File: src/rtl/pheap_level_store.sv
// Storage for one level of the pipelined heap: true dual-port array with a
// hardware init sweep, selectable cross-port collision behaviour and an
// optional second output register stage.
module pheap_level_store #(
  parameter int                  LEVEL       = 2,
  parameter int                  ENTRY_W     = 32,
  parameter logic [ENTRY_W-1:0]  INIT_VAL    = '0,
  parameter bit                  OUT_REG     = 1'b0,
  parameter bit                  WRITE_FIRST = 1'b0,
  localparam int                 DEPTH       = 2 ** (LEVEL - 1),
  localparam int                 AW          = (LEVEL > 1) ? LEVEL - 1 : 1
) (
  input  logic               clk,
  input  logic               rst_n,
  input  logic               clear,
  output logic               ready,
  input  logic               req_a,
  input  logic               we_a,
  input  logic [AW-1:0]      addr_a,
  input  logic [ENTRY_W-1:0] wdata_a,
  output logic [ENTRY_W-1:0] rdata_a,
  output logic               rvalid_a,
  input  logic               req_b,
  input  logic               we_b,
  input  logic [AW-1:0]      addr_b,
  input  logic [ENTRY_W-1:0] wdata_b,
  output logic [ENTRY_W-1:0] rdata_b,
  output logic               rvalid_b,
  output logic               coll
);

  localparam logic [AW-1:0] LAST = AW'(DEPTH - 1);

  typedef enum logic {ST_INIT, ST_READY} state_t;

  state_t             state_q, state_d;
  logic [AW-1:0]      cnt_q, cnt_d;
  logic [ENTRY_W-1:0] mem [DEPTH];

  logic [AW-1:0]      idx_a, idx_b;
  logic               is_ready, same_addr;
  logic               rd_a, rd_b, wr_a, wr_b, wr_b_eff;
  logic               mem_we_a;
  logic [AW-1:0]      mem_idx_a;
  logic [ENTRY_W-1:0] mem_din_a;
  logic [ENTRY_W-1:0] rd_data_a, rd_data_b;

  logic [ENTRY_W-1:0] rdata_a_q, rdata_a_d, rdata_b_q, rdata_b_d;
  logic               rvalid_a_q, rvalid_a_d, rvalid_b_q, rvalid_b_d;
  logic               coll_q, coll_d;

  // A single-entry level has only one location, so the address is ignored.
  if (LEVEL == 1) begin : g_idx_single
    assign idx_a = '0;
    assign idx_b = '0;
  end else begin : g_idx_full
    assign idx_a = addr_a;
    assign idx_b = addr_b;
  end

  assign is_ready = (state_q == ST_READY);

  // Request decode, write arbitration, init-sweep muxing and next-state logic.
  always_comb begin
    rd_a      = is_ready & req_a & ~we_a;
    rd_b      = is_ready & req_b & ~we_b;
    wr_a      = is_ready & req_a & we_a;
    wr_b      = is_ready & req_b & we_b;
    same_addr = (idx_a == idx_b);
    // Port A wins a same-address double write.
    wr_b_eff  = wr_b & ~(wr_a & same_addr);

    // The init sweep borrows port A's write path.
    mem_we_a  = ~is_ready | wr_a;
    mem_idx_a = is_ready ? idx_a : cnt_q;
    mem_din_a = is_ready ? wdata_a : INIT_VAL;

    rd_data_a = mem[idx_a];
    rd_data_b = mem[idx_b];
    if (WRITE_FIRST && wr_b && same_addr) rd_data_a = wdata_b;
    if (WRITE_FIRST && wr_a && same_addr) rd_data_b = wdata_a;

    // Read data holds its last value across writes and idle cycles.
    rdata_a_d  = rd_a ? rd_data_a : rdata_a_q;
    rdata_b_d  = rd_b ? rd_data_b : rdata_b_q;
    rvalid_a_d = rd_a;
    rvalid_b_d = rd_b;
    coll_d     = wr_a & wr_b & same_addr;

    state_d = state_q;
    cnt_d   = cnt_q;
    case (state_q)
      ST_INIT: begin
        if (cnt_q == LAST) begin
          state_d = ST_READY;
          cnt_d   = '0;
        end else begin
          cnt_d = cnt_q + 1'b1;
        end
      end
      ST_READY: begin
        if (clear) begin
          state_d = ST_INIT;
          cnt_d   = '0;
        end
      end
      default: begin
        state_d = ST_INIT;
        cnt_d   = '0;
      end
    endcase
  end

  // Array write ports; contents are deliberately not reset.
  always_ff @(posedge clk) begin
    if (mem_we_a) mem[mem_idx_a] <= mem_din_a;
    if (wr_b_eff) mem[idx_b]     <= wdata_b;
  end

  // FSM, sweep counter and first read-data stage.
  always_ff @(posedge clk or negedge rst_n) begin
    if (!rst_n) begin
      state_q    <= ST_INIT;
      cnt_q      <= '0;
      rdata_a_q  <= '0;
      rdata_b_q  <= '0;
      rvalid_a_q <= 1'b0;
      rvalid_b_q <= 1'b0;
      coll_q     <= 1'b0;
    end else begin
      state_q    <= state_d;
      cnt_q      <= cnt_d;
      rdata_a_q  <= rdata_a_d;
      rdata_b_q  <= rdata_b_d;
      rvalid_a_q <= rvalid_a_d;
      rvalid_b_q <= rvalid_b_d;
      coll_q     <= coll_d;
    end
  end

  assign ready = is_ready;
  assign coll  = coll_q;

  if (OUT_REG) begin : g_oreg
    logic [ENTRY_W-1:0] o_rdata_a_q, o_rdata_a_d, o_rdata_b_q, o_rdata_b_d;
    logic               o_rvalid_a_q, o_rvalid_b_q;

    // Second stage only captures genuine read results.
    always_comb begin
      o_rdata_a_d = rvalid_a_q ? rdata_a_q : o_rdata_a_q;
      o_rdata_b_d = rvalid_b_q ? rdata_b_q : o_rdata_b_q;
    end

    // Extra output register stage (read latency 2).
    always_ff @(posedge clk or negedge rst_n) begin
      if (!rst_n) begin
        o_rdata_a_q  <= '0;
        o_rdata_b_q  <= '0;
        o_rvalid_a_q <= 1'b0;
        o_rvalid_b_q <= 1'b0;
      end else begin
        o_rdata_a_q  <= o_rdata_a_d;
        o_rdata_b_q  <= o_rdata_b_d;
        o_rvalid_a_q <= rvalid_a_q;
        o_rvalid_b_q <= rvalid_b_q;
      end
    end

    assign rdata_a  = o_rdata_a_q;
    assign rdata_b  = o_rdata_b_q;
    assign rvalid_a = o_rvalid_a_q;
    assign rvalid_b = o_rvalid_b_q;
  end else begin : g_noreg
    assign rdata_a  = rdata_a_q;
    assign rdata_b  = rdata_b_q;
    assign rvalid_a = rvalid_a_q;
    assign rvalid_b = rvalid_b_q;
  end

endmodule

File: config.mk
export PLATFORM = sky130hd
export DESIGN_NAME = pheap_level_store
export DESIGN_NICKNAME = d
export VERILOG_FILES = /design/src/rtl/pheap_level_store.sv
export SDC_FILE = /design/constraint.sdc
export NUM_CORES = 1
export LEC_CHECK = 0
export ABC_CLOCK_PERIOD_IN_PS = 2300
export CAP_MARGIN = 5
export CORE_MARGIN = 5
export CORE_UTILIZATION = 30
export CTS_CLUSTER_SIZE = 16
export DETAILED_ROUTE_END_ITERATION = 8
export DONT_BUFFER_PORTS = 1
export GPL_TIMING_DRIVEN = 0
export PLACE_DENSITY = 0.41
export SLEW_MARGIN = 10
export SYNTH_ARGS = -nofsm -noshare
export SYNTH_HDL_FRONTEND = slang
export SYNTH_SLANG_ARGS = --single-unit
File: constraint.sdc
create_clock -name clk -period 2.3 [get_ports clk]
set_input_delay 0.345 -clock clk [delete_from_list [all_inputs] [get_ports clk]]
set_output_delay 0.345 -clock clk [all_outputs]
set_load 0.03 [all_outputs]
# --- Word-level counts from Yosys, hierarchy flattened ---
# Memory sizes are Yosys's and may differ from the RTL's. A register that Yosys moved wholly into a read port is not among the register bits.
# Index checks and enable logic that the tools add are counted.
word_totals:
  regBits: 5
  ram_bits: 64
  out_inout_bits: 68
  n_memories: 1
memory_table:
  columns: ["memory", "depth", "word_bits", "read_ports", "rd_clocked_by_memory_dff", "wr", "line_no", "rtl"]
  rows:
  - ["mem", 2, 32, 2, 2, 2, "38", "logic [ENTRY_W-1:0] mem [DEPTH];"]
op_classes:
  addsub: 1
  n_eq_ne: 2
  mux: 12
  n_bitwise: 15
  n_reduce_logical: 2
op_table:
  columns: ["op", "count"]
  rows:
  - ["$mux W32", 1]
  - ["$and A1 B1 Y1", 10]
  - ["$mux W1", 9]
  - ["$not A1 Y1", 4]
  - ["$pmux W1 S2", 2]
  - ["$logic_not A1 Y1", 2]
  - ["$ne A2 B2 Y1 const B", 1]
  - ["$add A1 B1 Y1 const B", 1]
  - ["$eq A1 B1 Y1", 1]
  - ["$or A1 B1 Y1", 1]

# --- Depth between registers and ports, before layout ---
# Gate-level depths: netlist of the first run.
logic_depth:
  depth_word: 7
  mapped_depth: 5

# --- Worst setup path after synthesis of the first run ---
# Ideal clock, no wire load.
synth_path:
  path_kind: "register -> register"
  start: "reg state_q (netlist: ready)"
  end: "mem mem[1][0], enable pin"
  setup_ns: 0.561
  arrival_ns: 1.865
  required_ns: 1.739
  slack_ns: -0.126
  path_stages_with_launch: 5
  n_path_buf: 2
  period_less_slack_ns: 2.426
  path_cell_list: "dfrtp_1 -> buf_2 -> clkbuf_1 -> nand2b_1 -> nand3_1"
synth_lines:
  columns: ["item", "line_no", "rtl"]
  rows:
  - ["start: declaration", "36", "state_t state_q, state_d;"]
  - ["start signal: assignment", "131", "state_q <= state_d;"]
  - ["end: declaration", "38", null]

# --- Worst setup path in the final report of the first run ---
layout_path:
  start: "reg state_q (netlist: ready)"
  end: "reg rdata_b_q[16] (netlist: rdata_b[16]), read port of mem"
layout_via:
  elab_chain_cells: 2
layout_lines:
  columns: ["item", "line_no", "rtl"]
  rows:
  - ["$and A1 B1 Y1 (2 in series)", "66", "rd_b = is_ready & req_b & ~we_b;"]
  - ["end: declaration", "48", "logic [ENTRY_W-1:0] rdata_a_q, rdata_a_d, rdata_b_q, rdata_b_d;"]
# No other way between the ends.
# A chain may end at the register's enable or synchronous reset.

==> impl_results.md, run 1 <==
- Final period util: 0.923
- Syn nets: 548
- Post-route worst setup slack: 0.177 ns
- Syn avg cell area: 13.0 µm²
- Worst r2r src: ready$_DFF_PN0_
- Area of the multi-input gates: 2390 µm²
- Core area: 20300 µm²
- Clk root buf: clkbuf_16
- Clock Path Buffers: 2
- Total Power: 10.5 mW
- Height of the chip: 154 µm
- Clock Sinks: 133
- Register bit total from synthesis: 133
- Min Hold Slack: 0.0265 ns
- Pre-CTS setup slack: -0.773 ns
- Status: completed
- Final wirelength: 17300 µm
- Clk_lat worst skew: 0.42 ns
- CTS Buf Count: 17
- Relative slew slack: 0.484
- Largest net degree at the start of global routing: 70
- Fmax: 471 MHz
- Vias: 3714
- # IOs: 141
- YS warnings: 0
- Worst clock skew: 0.00704 ns
- H-tree depth: 4
- GR Overflow Total: 0
- Wire per inst: 22.0 µm
- R2R cell count: 4
- Area share of the largest cell type after synthesis: 0.310
- Syn-to-layout area delta: 16.9%
- LEAKAGE: 3.16 nW
- Crit end category: register
- Pwr per Cell Area: 1450 nW/µm²
- Worst-path fanout max: 10
- Reg-to-reg setup timing slack: 0.18 ns
- DRC viols: 0
- Seq/Total Area, Yosys: 0.589
- Hold path endpoint: cnt_q$_DFFE_PN0P_
- WP data arrival: 2.38 ns
- # fillers: 2026
- CTS tree: done
- Initial antenna violation count: 3
- Area leader, netlist: edfxtp_1
- Hold Path Stages: 1
- Post-Layout Cell Count: 785
- IO Port Bufs: 0
- DRC violation total after the first TritonRoute iteration: 109
- All-layer global routing usage: 0.148
- Gpl congestion: 0.741
- First-pass GRT wire length: 25800 µm
- DRT Pass-1 Iters: 4
- Vias in the first global route: 4038
- R2r endpoint: rdata_b[16]$_DFFE_PN0P_
- Minimum clock period: 2.12 ns
- Hpwl dp: 11700 µm
- Detailed-route vias per instance: 4.73
- Hold crit path type: input port to register
- Unique masters post-synth: 27
- Max-cap violations: 0
- Starting Density: 0.305
- Clock transition at path regs: 0.06 ns
- RSZ-0062 raised after global routing: no
- Final Setup Violations: 0
- Placed cell area: 6560 µm²
- Std-Cell Rows: 52
- Peak VDD IR: 0.491 mV
- Final ANT Viol Nets: 0
- Post-Layout Inst Area: 7240 µm²
- Top post-synthesis cells by area: edfxtp_1, dfrtp_1, mux2i_1, mux2_4, mux2_2
- Worst slew pin tran: 0.775 ns
- CP required: 2.56 ns
- Final Hold Vio Count: 0
- Mapped cell area: 6190 µm²
- Nets: 574
- Fin. max-slew vios: 0
- Die outline width: 154 µm
- Hold Path Origin: clear
- Placed insts: 746
- Die footprint: 23600 µm²
- Post-Syn Instances: 475
- Register area: 3650 µm²
- Critical Path Start Type: register
- Share of cells above drive strength 1: 0.230
- Crit Path Category: register to register
cells in the mapped netlist:
| library cell | instances |
|---|---|
| dfrtp_1 | 69 |
| nand2_1 | 66 |
| edfxtp_1 | 64 |
| mux2i_1 | 64 |
| o21ai_0 | 64 |
| mux2_2 | 33 |
| and2_1 | 32 |
| mux2_4 | 30 |
| clkbuf_1 | 17 |
| buf_2 | 8 |
| buf_6 | 6 |
| nand3_1 | 3 |
| nor2_1 | 3 |
| inv_1 | 2 |
| nand3b_1 | 2 |
| a21oi_1 | 1 |
| and3_1 | 1 |
| and4b_1 | 1 |
| buf_4 | 1 |
| mux2_1 | 1 |
| nand2b_1 | 1 |
| nand3_2 | 1 |
| nand4_1 | 1 |
| o21ai_2 | 1 |
| o21bai_1 | 1 |
| or3_1 | 1 |
| xor2_1 | 1 |
placed cells by master, fill, tap and decap left out, types with 6 or more instances in the layout:
master,Yosys,routed
nand2_1,66,66
and2_1,32,32
clkbuf_16,0,17
mux2_4,30,30
o21ai_0,64,64
dfrtp_1,69,68
clkbuf_1,17,17
edfxtp_1,64,64
buf_2,8,8
mux2_2,33,33
buf_6,6,6
mux2i_1,64,64
worst max path at each step:
| stage | slack [ns] | to | cells after the start | startpoint |
|---|---|---|---|---|
| after floorplan | 0.26 | mem[1][0]$_DFFE_PP_ | 4 | ready$_DFF_PN0_ |
| after global placement | -0.70 | mem[1][19]$_DFFE_PP_ | 4 | ready$_DFF_PN0_ |
| after detailed placement | -0.77 | mem[1][19]$_DFFE_PP_ | 4 | ready$_DFF_PN0_ |
| after CTS | 0.1 | mem[1][20]$_DFFE_PP_ | 5 | ready$_DFF_PN0_ |
| after global routing | 0.08 | rdata_b[18]$_DFFE_PN0P_ | 4 | ready$_DFF_PN0_ |
| final | 0.18 | rdata_b[16]$_DFFE_PN0P_ | 4 | ready$_DFF_PN0_ |
critical path, cell delays in order, from the launching register on:
cell,delay [ns]
dfrtp_2,0.51
nand3b_1,0.15
clkbuf_1,0.43
clkbuf_1,0.65
o21ai_0,0.22
flip-flops by register name, indices dropped and copies added, names as in the netlist:
| signal | flops |
|---|---|
| ready | 1 |
| rvalid_a | 1 |
| rvalid_b | 1 |
| coll | 1 |
| cnt_q | 1 |
| rdata_b | 32 |
| mem | 64 |
| rdata_a | 32 |
layer usage:
layer | vias up | global-route usage | share of wire
met2 | 113 | 0.244 | 0.49
li1 | 1747 | - | -
met3 | 22 | 0.0632 | 0.084
met5 | - | 0 | 0.0014
met4 | 4 | 0.0366 | 0.012
met1 | 1828 | 0.179 | 0.42
what timing repair did:
action,in CTS,in global routing
endpoints found under the setup margin,32,21
cloned,1,0
hold endpoints to repair,70,0
hold buffers,3,0
pin swaps,1,1
gates resized for setup,4,0
buffers inserted,0,2
layout make-up:
class                   instances  share of cell area
diodes                          1            0.000346
plain buffers                  32              0.0249
clock buffers                  18              0.0593
clock inverters                14              0.0223
inverters                       2             0.00104
multi-input cells             309               0.330
flip-flops and latches        133               0.504
well taps                     270              0.0467
repair buffers                  6              0.0114
per-stage QoR:
step | util | TNS (ns)
after CTS | 0.356 | 0
final | 0.357 | 0
after detailed placement | 0.323 | -24.63
after global routing | 0.357 | 0
after floorplan | - | 0
after global placement | 0.322 | -38.90
report_power, final:
| group | total, mW | internal (mW) | switching, mW |
|---|---|---|---|
| Combinational | 2.20 | 0.971 | 1.23 |
| Clock | 2.79 | 1.69 | 1.09 |
| Sequential | 5.48 | 3.76 | 1.72 |
| Total | 10.5 | 6.43 | 4.05 |
kinds of logic (layout without fill, tap and decap cells):
group,count (synthesis),after routing,share of synthesized area
AOI/OAI and AO/OA,67,67,0.0552
xor gates and xnor gates,1,1,0.00141
buffers and inverters,34,72,0.0301
DFF,133,133,0.589
muxes,128,128,0.238
other,0,1,0
and+or+nand+nor,112,113,0.0863
(Power assumes the default switching activity.)
==> run 2, diff against run 1 <==
--- a/config.mk
+++ b/config.mk
@@ -5,7 +5,7 @@
 export SDC_FILE = /design/constraint.sdc
 export NUM_CORES = 1
 export LEC_CHECK = 0
-export ABC_CLOCK_PERIOD_IN_PS = 2300
+export ABC_CLOCK_PERIOD_IN_PS = 2000
 export CAP_MARGIN = 5
 export CORE_MARGIN = 5
 export CORE_UTILIZATION = 30
@@ -13,7 +13,8 @@
 export DETAILED_ROUTE_END_ITERATION = 8
 export DONT_BUFFER_PORTS = 1
 export GPL_TIMING_DRIVEN = 0
-export PLACE_DENSITY = 0.41
+export PLACE_DENSITY = 0.4
+export REMOVE_ABC_BUFFERS = 1
 export SLEW_MARGIN = 10
 export SYNTH_ARGS = -nofsm -noshare
 export SYNTH_HDL_FRONTEND = slang
==> constraint.sdc (replaced) <==
create_clock -name clk -period 2 [get_ports clk]
set_input_delay 0.3 -clock clk [delete_from_list [all_inputs] [get_ports clk]]
set_output_delay 0.3 -clock clk [all_outputs]
set_load 0.03 [all_outputs]
==> run 2 against run 1 <==
Die area is the same; non-clock buffer count fell by 12; combinational power rose by 21%; setup slack got worse by 0.074 ns; routed wire length is 6.6% lower; clock power up 16%; cell count decreased by 1.7%; core utilization is 0.99 points higher; via count down 1.3%; sequential power rose by 14%; critical path depth up 1; count of clock-buffer cells in the layout rose by 4; critical path type unchanged; critical endpoint is now mem[0][5]$_DFFE_PP_; highest routed layer unchanged.
==> impl_results.md, run 2 (synthesis gave the netlist of run 1 again) <==
- Post-layout util: 0.367 (+0.00986)
- Final ANT Viol Nets: 0 (unchanged)
- H-tree depth: 4 (unchanged)
- Clk root buf: clkbuf_16
- Placed cell area: 6590 µm² (+0.46%)
- Clock Path Buffers: 2 (unchanged)
- Reg-to-reg setup timing slack: 0.10 ns (-0.07 ns)
- # IOs: 141 (unchanged)
- Detailed-route vias per instance: 4.75 (+0.40%)
- Vias: 3667 (-1.3%)
- GR Overflow Total: 0 (unchanged)
- Post-Layout Inst Area: 7440 µm² (+2.8%)
- Fmax: 527 MHz (+12%)
- CP Launch Point: ready$_DFF_PN0_
- DRC viols: 0 (unchanged)
- Relative slew slack: 0.604 (+0.120)
- Min Hold Slack: 0.0328 ns (+0.00625 ns)
- All-layer global routing usage: 0.140 (-0.00790)
- Worst r2r src: ready$_DFF_PN0_
- Clock Sinks: 133 (unchanged)
- Vias in the first global route: 4118 (+2.0%)
- Status: completed
- Hold Path Origin: req_a
- Area of the multi-input gates: 2410 µm² (+0.84%)
- Commonest non-fill, non-tap cells in the layout: dfrtp_1, nand2_1, mux2i_1, o21ai_0, edfxtp_1
- Syn-to-layout area delta: 20.1%
- Crit end category: register
- Max-cap violations: 0 (unchanged)
- Final Hold Vio Count: 0 (unchanged)
- Gpl congestion: 0.679 (-8.5%)
- Worst Setup EP: mem[0][5]$_DFFE_PP_
- Worst-path fanout max: 25 (+15)
- Commonest non-fill, non-tap cell in the layout: dfrtp_1
- Minimum clock period: 1.90 ns (-0.226 ns)
- Largest net degree at the start of global routing: 70 (unchanged)
- Die footprint: 23600 µm² (unchanged)
- Register area: 3650 µm² (about the same)
- CP required: 2.16 ns (-0.40 ns)
- Setup TNS Final: 0 ns (unchanged)
- Most flop-heavy register: mem
- DRC violation total after the first TritonRoute iteration: 127 (+17%)
- Initial antenna violation count: 2 (-1)
- R2r endpoint: mem[0][5]$_DFFE_PP_
- Max reg flops: 64 (unchanged)
- Starting Density: 0.305 (unchanged)
- Die outline width: 154 µm (unchanged)
- ANT cells: 0 (-1)
- RSZ-0062 raised after global routing: no
- Clk_lat worst skew: 0.41 ns (about the same)
- Final Setup Violations: 0 (unchanged)
- Core area: 20300 µm² (unchanged)
- IO Port Bufs: 0 (unchanged)
- Critical Path Start Type: register
- Wire per inst: 20.9 µm (-5.0%)
- CTS tree: done
- Peak VDD IR: 0.630 mV (+28%)
- Height of the chip: 154 µm (unchanged)
- WP data arrival: 2.05 ns (-0.33 ns)
- Final wirelength: 16100 µm (-6.6%)
- CTS Buf Count: 17 (unchanged)
- First-pass GRT wire length: 24800 µm (-3.9%)
- Final period util: 0.948 (+0.0253)
- Fin. max-slew vios: 0 (unchanged)
- # fillers: 1984 (-2.1%)
- R2R cell count: 5 (+1)
- Clock transition at path regs: 0.06 ns (about the same)
- Hold crit path type: input port to register
- Crit Path Category: register to register
- LEAKAGE: 3.25 nW (+2.8%)
- Hpwl dp: 10200 µm (-12%)
- Nets: 562 (-2.1%)
- Share of cells above drive strength 1: 0.249 (+0.0194)
- Total Power: 12.2 mW (+16%)
- Worst clock skew: 0.00695 ns (-0.0000988 ns)
- DRT Pass-1 Iters: 4 (unchanged)
- Pwr per Cell Area: 1640 nW/µm² (+13%)
- Std-Cell Rows: 52 (unchanged)
- Worst slew pin tran: 0.592 ns (-0.183 ns)
## run 2: final cells by class
cell class | count | area share
clock buffer | 22 | 0.0679
clock inverter | 10 | 0.0158
inverter | 2 | 0.00101
multi-input combinational | 309 | 0.324
sequential | 133 | 0.491
tap | 270 | 0.0454
timing repair buffer | 26 | 0.0552
## run 2: stage by stage
step           instances  setup slack (ns)
5_1_grt              772            0.0197
6_report             772             0.104
3_3_place_gp         713             -2.90
3_5_place_dp         724             -1.01
2_1_floorplan        443             -1.17
4_1_cts              772            0.0609
## run 2: worst max-delay path, cell delays in order (launching register included)
cell and delay (ns):
dfrtp_4 0.49, buf_12 0.17, nand3_1 0.16, nor2_1 0.06, or3_4 0.53, buf_16 0.22
## run 2: what timing repair did
item                       in CTS  in global routing
gates resized for setup         6                  0
hold buffers                    4                  0
setup buffers                  11                  0
hold endpoints to repair       72                  0
setup endpoints to repair     186                  0
## run 2: worst min path at each step
stage                              end  slack [ns]  cells past startpoint
floorplan            cnt_q$_DFFE_PN0P_       0.004                      0
global placement    rvalid_b$_DFF_PN0_       0.006                      0
detailed placement  rvalid_b$_DFF_PN0_       0.006                      0
CTS                     coll$_DFF_PN0_       0.008                      2
global route            coll$_DFF_PN0_        0.05                      2
finish                  coll$_DFF_PN0_        0.03                      2
## run 2: report_power, final
group | total (mW) | internal (mW) | switching, mW
combinational | 2.66 | 1.29 | 1.37
clock | 3.25 | 2.05 | 1.21
sequential | 6.26 | 4.33 | 1.93
## run 2: per-layer routing
metal / vias to the layer above / share of wire / global-route usage
met2: 100 / 0.51 / 0.241
met5: - / 0.0012 / 0
met4: 4 / 0.013 / 0.0442
met1: 1825 / 0.41 / 0.162
li1: 1717 / - / -
met3: 21 / 0.074 / 0.0509
